===== config.mk =====
export PLATFORM = sky130hd
export DESIGN_NAME = id_ex_stage
export DESIGN_NICKNAME = d
export VERILOG_FILES = /design/src/rtl/id_ex_stage.sv
export SDC_FILE = /design/constraint.sdc
export NUM_CORES = 1
export LEC_CHECK = 0
export BUFFER_PORTS_ARGS = -buffer_cell sky130_fd_sc_hd__buf_2
export CORE_MARGIN = 5
export CORE_UTILIZATION = 38
export DETAILED_ROUTE_END_ITERATION = 8
export GPL_TIMING_DRIVEN = 0
export PLACE_DENSITY = 0.78
export REMOVE_ABC_BUFFERS = 1
export SYNTH_ARGS = -nofsm -noshare
export SYNTH_HDL_FRONTEND = slang
export SYNTH_SLANG_ARGS = --single-unit

===== constraint.sdc =====
create_clock -name clk -period 2.01 [get_ports clk]
set_input_delay 0.3015 -clock clk [delete_from_list [all_inputs] [get_ports clk]]
set_output_delay 0.3015 -clock clk [all_outputs]
set_load 0.1 [all_outputs]

===== src/rtl/id_ex_stage.sv =====
// ID/EX pipeline register feeding the ALU: decodes alu_control, selects operand B, holds under back-pressure.
// Optional writeback forwarding (capture-time and while held) is enabled by defining ID_EX_FWD_EN.
module id_ex_stage #(
    parameter int XLEN   = 32,
    parameter int REG_AW = 5
) (
    input  logic              clk,
    input  logic              rst,
    input  logic              in_valid,
    output logic              in_ready,
    input  logic [6:0]        in_opcode,
    input  logic [2:0]        in_funct3,
    input  logic              in_funct7b5,
    input  logic [REG_AW-1:0] in_rs1,
    input  logic [REG_AW-1:0] in_rs2,
    input  logic [REG_AW-1:0] in_rd,
    input  logic [XLEN-1:0]   in_rs1_val,
    input  logic [XLEN-1:0]   in_rs2_val,
    input  logic [XLEN-1:0]   in_imm,
    input  logic              flush,
    input  logic              wb_valid,
    input  logic [REG_AW-1:0] wb_rd,
    input  logic [XLEN-1:0]   wb_data,
    output logic              out_valid,
    input  logic              out_ready,
    output logic [XLEN-1:0]   data1,
    output logic [XLEN-1:0]   data2,
    output logic [3:0]        alu_control,
    output logic [REG_AW-1:0] out_rd,
    output logic              out_illegal
);

    localparam logic [6:0] OP_R = 7'b0110011;
    localparam logic [6:0] OP_I = 7'b0010011;

    // Returns {illegal, alu_control}; unsupported opcode/funct3 maps to 1111.
    function automatic logic [4:0] f_decode(input logic [6:0] op, input logic [2:0] f3,
                                            input logic f7b5);
        logic [3:0] ctrl;
        logic       ill;
        ctrl = 4'b1111;
        ill  = 1'b1;
        if (op == OP_R || op == OP_I) begin
            ill = 1'b0;
            case (f3)
                3'b000:  ctrl = (op == OP_R && f7b5) ? 4'b0110 : 4'b0010;
                3'b100:  ctrl = 4'b0011;
                3'b110:  ctrl = 4'b0001;
                3'b111:  ctrl = 4'b0000;
                default: begin
                    ctrl = 4'b1111;
                    ill  = 1'b1;
                end
            endcase
        end
        return {ill, ctrl};
    endfunction

    logic              r_valid;
    logic [XLEN-1:0]   r_data1;
    logic [XLEN-1:0]   r_data2;
    logic [3:0]        r_ctrl;
    logic [REG_AW-1:0] r_rd;
    logic              r_illegal;

    logic              w_capture;
    logic              w_is_itype;
    logic [4:0]        w_dec;
    logic [XLEN-1:0]   w_op_a;
    logic [XLEN-1:0]   w_op_b;

    assign in_ready   = !r_valid || out_ready;
    assign w_capture  = in_valid && in_ready && !flush;
    assign w_is_itype = (in_opcode == OP_I);
    assign w_dec      = f_decode(in_opcode, in_funct3, in_funct7b5);

`ifdef ID_EX_FWD_EN
    logic [REG_AW-1:0] r_rs1;
    logic [REG_AW-1:0] r_rs2;
    logic              r_is_itype;
    logic              w_wb_live;
    logic              w_hold_fwd1;
    logic              w_hold_fwd2;

    assign w_wb_live   = wb_valid && (wb_rd != '0);
    assign w_op_a      = (w_wb_live && wb_rd == in_rs1) ? wb_data : in_rs1_val;
    assign w_op_b      = w_is_itype ? in_imm :
                         ((w_wb_live && wb_rd == in_rs2) ? wb_data : in_rs2_val);
    assign w_hold_fwd1 = w_wb_live && (wb_rd == r_rs1);
    assign w_hold_fwd2 = w_wb_live && (wb_rd == r_rs2) && !r_is_itype;
`else
    logic w_unused_fwd;

    // Writeback and source indices only matter when forwarding is built in.
    assign w_unused_fwd = &{1'b0, wb_valid, wb_rd, wb_data, in_rs1, in_rs2};
    assign w_op_a       = in_rs1_val;
    assign w_op_b       = w_is_itype ? in_imm : in_rs2_val;
`endif

    always_ff @(posedge clk or posedge rst) begin
        if (rst) begin
            r_valid    <= 1'b0;
            r_data1    <= '0;
            r_data2    <= '0;
            r_ctrl     <= 4'b0000;
            r_rd       <= '0;
            r_illegal  <= 1'b0;
`ifdef ID_EX_FWD_EN
            r_rs1      <= '0;
            r_rs2      <= '0;
            r_is_itype <= 1'b0;
`endif
        end else if (flush) begin
            r_valid <= 1'b0;
        end else if (w_capture) begin
            r_valid    <= 1'b1;
            r_data1    <= w_op_a;
            r_data2    <= w_op_b;
            r_ctrl     <= w_dec[3:0];
            r_illegal  <= w_dec[4];
            r_rd       <= in_rd;
`ifdef ID_EX_FWD_EN
            r_rs1      <= in_rs1;
            r_rs2      <= in_rs2;
            r_is_itype <= w_is_itype;
`endif
        end else begin
            if (out_ready) begin
                r_valid <= 1'b0;
`ifdef ID_EX_FWD_EN
            end else if (r_valid) begin
                // Held entry keeps picking up late writebacks to its sources.
                if (w_hold_fwd1) r_data1 <= wb_data;
                if (w_hold_fwd2) r_data2 <= wb_data;
`endif
            end
        end
    end

    assign out_valid   = r_valid;
    assign data1       = r_data1;
    assign data2       = r_data2;
    assign alu_control = r_ctrl;
    assign out_rd      = r_rd;
    assign out_illegal = r_illegal;

endmodule


* Yosys cells after proc, flatten, opt, wreduce, memory -nomap -nowiden
Cells that the tools add are included.
Word-level totals: logic and storage cells 32, input bits 165, output and inout bits 76, register bits 75
Operators by class: mux-type cells 9, reductions and logical operators 11, bitwise gates (word level) 1, equality and inequality tests 5
Operator list (count):
- 32-bit 2-to-1 mux | 1
- 4-bit one-hot mux with 4 select lines | 1
- 3-bit equality test, second input constant | 3
- 7-bit by 5-bit equality test with 1-bit output, second input constant | 1
- 7-bit by 6-bit equality test with 1-bit output, second input constant | 1
- 1-bit 2-to-1 mux | 5
- 4-bit 2-to-1 mux | 1
- 4-bit OR reduction | 1
- 1-bit logical AND | 3
- 3-bit zero test | 1
- 3-bit 2-to-1 mux | 1
- 3-bit nonzero test | 1
- 1-bit zero test | 2
- 1-bit logical OR | 2
- 2-bit AND reduction | 1
- 1-bit inverter | 1

* Depth between registers and ports, before layout
word-level depth 6, depth in mapped cells 5, gate-level depth less buffers 4

* Worst setup path before layout
OpenSTA, ideal clock, no wires.
kind reg-to-reg, start reg r_valid (netlist: out_valid), end reg r_ctrl[3] (netlist: alu_control[3]), buffers on the path 1, arrival time 1965 ps, path slack -88 ps, stages on the path, launching flop included 6, cell sequence dfrtp_1 nor2b_4 inv_2 buf_2 a21oi_1 a21oi_1
On the way: cells in the longest elaborated chain, start to end 5
RTL lines:
- from (decl) | line 59 | logic r_valid;
- from (signal assigned) | line 102 | r_valid <= 1'b0;
- from (signal assigned) | line 114 | r_valid <= 1'b0;
- from (signal assigned) | line 116 | r_valid <= 1'b1;
- 1-bit zero test | line 72 | assign in_ready = !r_valid || out_ready;
- 1-bit logical OR | line 72
- net in_ready | line 10 | output logic in_ready,
- 1-bit logical AND (2 in series) | line 73 | assign w_capture = in_valid && in_ready && !flush;
- 2-bit AND reduction (no line)
- to (signal assigned) | line 119 | r_ctrl <= w_dec[3:0];
- to (decl) | line 62 | logic [3:0] r_ctrl;
The timed path passes the listed nets, and every way through them passes these cells. A chain may end at the register's enable or synchronous reset.

* Worst setup path in the final report
start reg r_valid (netlist: out_valid), end out in_ready
On the way: cells in the longest elaborated chain, start to end 2
RTL lines (line):
- 1-bit zero test | 72
- 1-bit logical OR | 72
- to (decl) | 10
Every way passes these cells.

==> summary.txt <==
status: finished, final reports clean
TNS Setup: 0 ns
FF-to-FF setup slack: 0.26 ns
Avg Inst Size Synth: 11.78 sq um
Core ar.: 9109 sq um
final hold violations: 0
Seq/Total Area, Yosys: 0.5293
total global routing overflow: 0
Worst Tran Pin Value: 1.375 ns
IO Pins: 241
CP Capture Type: output pin
hpwl dp: 6898 microns
DR DRC count: 0
R2R depth: 3
CP Max Fanout: 37
drt pass-1 iters: 4
max cap viols: 0
most frequent cells in the layout: 191 x buf_2, 74 x dfrtp_1, 37 x a21oi_1
GRT Util Overall: 0.1761
fillcell total: 868
number of buffers created by CTS: 9
TritonCTS clock tree: built
Layout Utilization: 0.5085
Worst Path Class, Setup: reg2out
Antenna Nets Post-Route: 0
Routed WL: 10,220 microns
Post-layout nets: 635
port buffer count: 192
pwr/cell area: 1194 nW/um^2
Tightest Hold Check Type: in2reg
Max-slew headroom: 0.08279
#FFs+latches synth: 74
CTS Buffer Depth: 2
CTS Sinks: 74
first-pass GRT wire length: 15,980 microns
Antenna diodes: 0
Starting Density: 0.3841
Main synth FF type: dfrtp_1
Hold Crit Depth: 2
Slew Limit Fails: 0
die area: 11,230 sq um
post-route minimum period: 1.887 ns
Max IR drop VDD: 0.0004295 V
CP arrival: 1.59 ns
largest net degree at the start of global routing: 75
DIE HEIGHT: 106.0 microns
DRT iter0 DRCs: 196
Required @ worst endpoint: 1.71 ns
Finish-stage setup viols: 0
FP Rows: 35
Via Count: 3,164
WL/cell: 17.44 microns
Synth Warn #: 0
RD Place Congestion: 0.7219
clock-pin transition on the worst setup and hold timing paths: 0.08 ns
Pleak: 2.051 nW
vias in the first global route: 3,271
Via-to-Cell Ratio: 5.399
initial antenna violation count: 0
fraction of registers with async set/reset: 1.000
Post-Syn Instances: 297
Worst setup SP type: flip-flop
Clock Skews: 0.007254 ns
Layout area overhead: 32.40%
EDFF count, synth: 0
Syn Std Cell Area: 3498 sq um
Die X: 106.0 microns
RSZ-0062 raised after global routing: no
Clk Latency, worst-skew pair: 0.34 ns
Distinct cells, synth: 33
root buffer cell: clkbuf_8
commonest non-fill, non-tap cell in the layout: buf_2
FMAX: 530.1 MHz
Period Utilization, post-route: 0.9386
H-tree lvl count: 3
layout cells sized above 1: 0.5011
==> per-layer routing <==
layer / global-route usage / wire (microns)
met1: 0.2175 / 4057
met2: 0.2914 / 5080
met3: 0.06132 / 955
met4: 0.05273 / 128
met5: 0 / 0
==> synth_stat cells (2+ instances only) <==
library cell  count  area [sq um]
dfrtp_1          74          1852
a21oi_1          37         185.2
a31oi_1          34         212.7
nand4b_1         32         280.3
o21ai_1          27         135.1
mux2_1           20         225.2
mux2_2           17         191.4
buf_2            14         70.07
buf_6             7         78.83
buf_4             6         45.04
o21ai_0           3         15.01
o21ai_2           3         26.28
clkbuf_2          2         10.01
nor2_1            2         7.510
==> final timing paths <==
path | endpoint | start
min in group asynchronous | data1[17] | rst
max in group asynchronous | data2[2] | rst
hold reg to reg | data1[0] | data1[0]
setup reg to reg | data1[20] | out_valid
hold / removal | out_valid | flush
setup / recovery | in_ready | out_valid
==> cell type report <==
type	instances	area (sq um)	area share
Multi-Input combinational cell	191	1453	0.3136
Inverter	2	12.51	0.002701
Timing Repair Buffer	192	963.4	0.2080
Sequential cell	74	1852	0.3998
Clock inverter	5	61.31	0.01324
Tap cell	111	138.9	0.02998
Clock buffer	11	151.4	0.03269
==> logic make-up (layout without fill, tap and decap cells) <==
| kind of cell | Yosys count | count (layout) | synth area share |
|---|---|---|---|
| AO/OA/AOI/OAI | 106 | 106 | 0.1710 |
| buffers and inverters | 33 | 210 | 0.06259 |
| flip-flops | 74 | 74 | 0.5293 |
| multiplexers | 37 | 37 | 0.1191 |
| AND/OR/NAND/NOR | 47 | 48 | 0.1180 |
==> worst max-delay path, cell delays in order (launching register included) <==
cell and delay, ns:
dfrtp_1 0.38, nor2b_4 0.18, inv_4 0.31, buf_4 0.37
==> repair_timing <==
item | CTS | global route
hold buffers | 0 | 0
gates resized for setup | 2 | 1
gates cloned | 0 | 1
buffers inserted | 0 | 0
endpoints found under the setup margin | 1 | 23
pin swaps | 0 | 1
hold endpoints to repair | 0 | 0
==> state kept, by name, indices dropped and copies added, names as in the netlist <==
| register | cells |
|---|---|
| alu_control | 4 |
| data1 | 32 |
| data2 | 32 |
| out_rd | 5 |
| out_valid | 1 |
==> report_power, final <==
group	internal (mW)	total [mW]	switching (mW)
clock network	0.646	1.21	0.565
logic	0.408	2.50	2.09
registers	1.72	1.82	0.110
total	2.77	5.53	2.76
==> through the flow <==
stage	worst slack, ns	std cells	total power [mW]	area, sq um	hold slack (ns)
floorplan	-0.1731	266	3.864	3287	0.3679
global placement	-0.9554	569	4.315	4387	0.4614
detailed placement	-0.2421	569	4.357	4389	0.4700
CTS	0.07086	585	5.585	4607	0.1162
global route	0.03929	586	5.748	4632	0.1195
finish	0.1234	586	5.532	4632	0.1387
(Power assumes the default switching activity.)
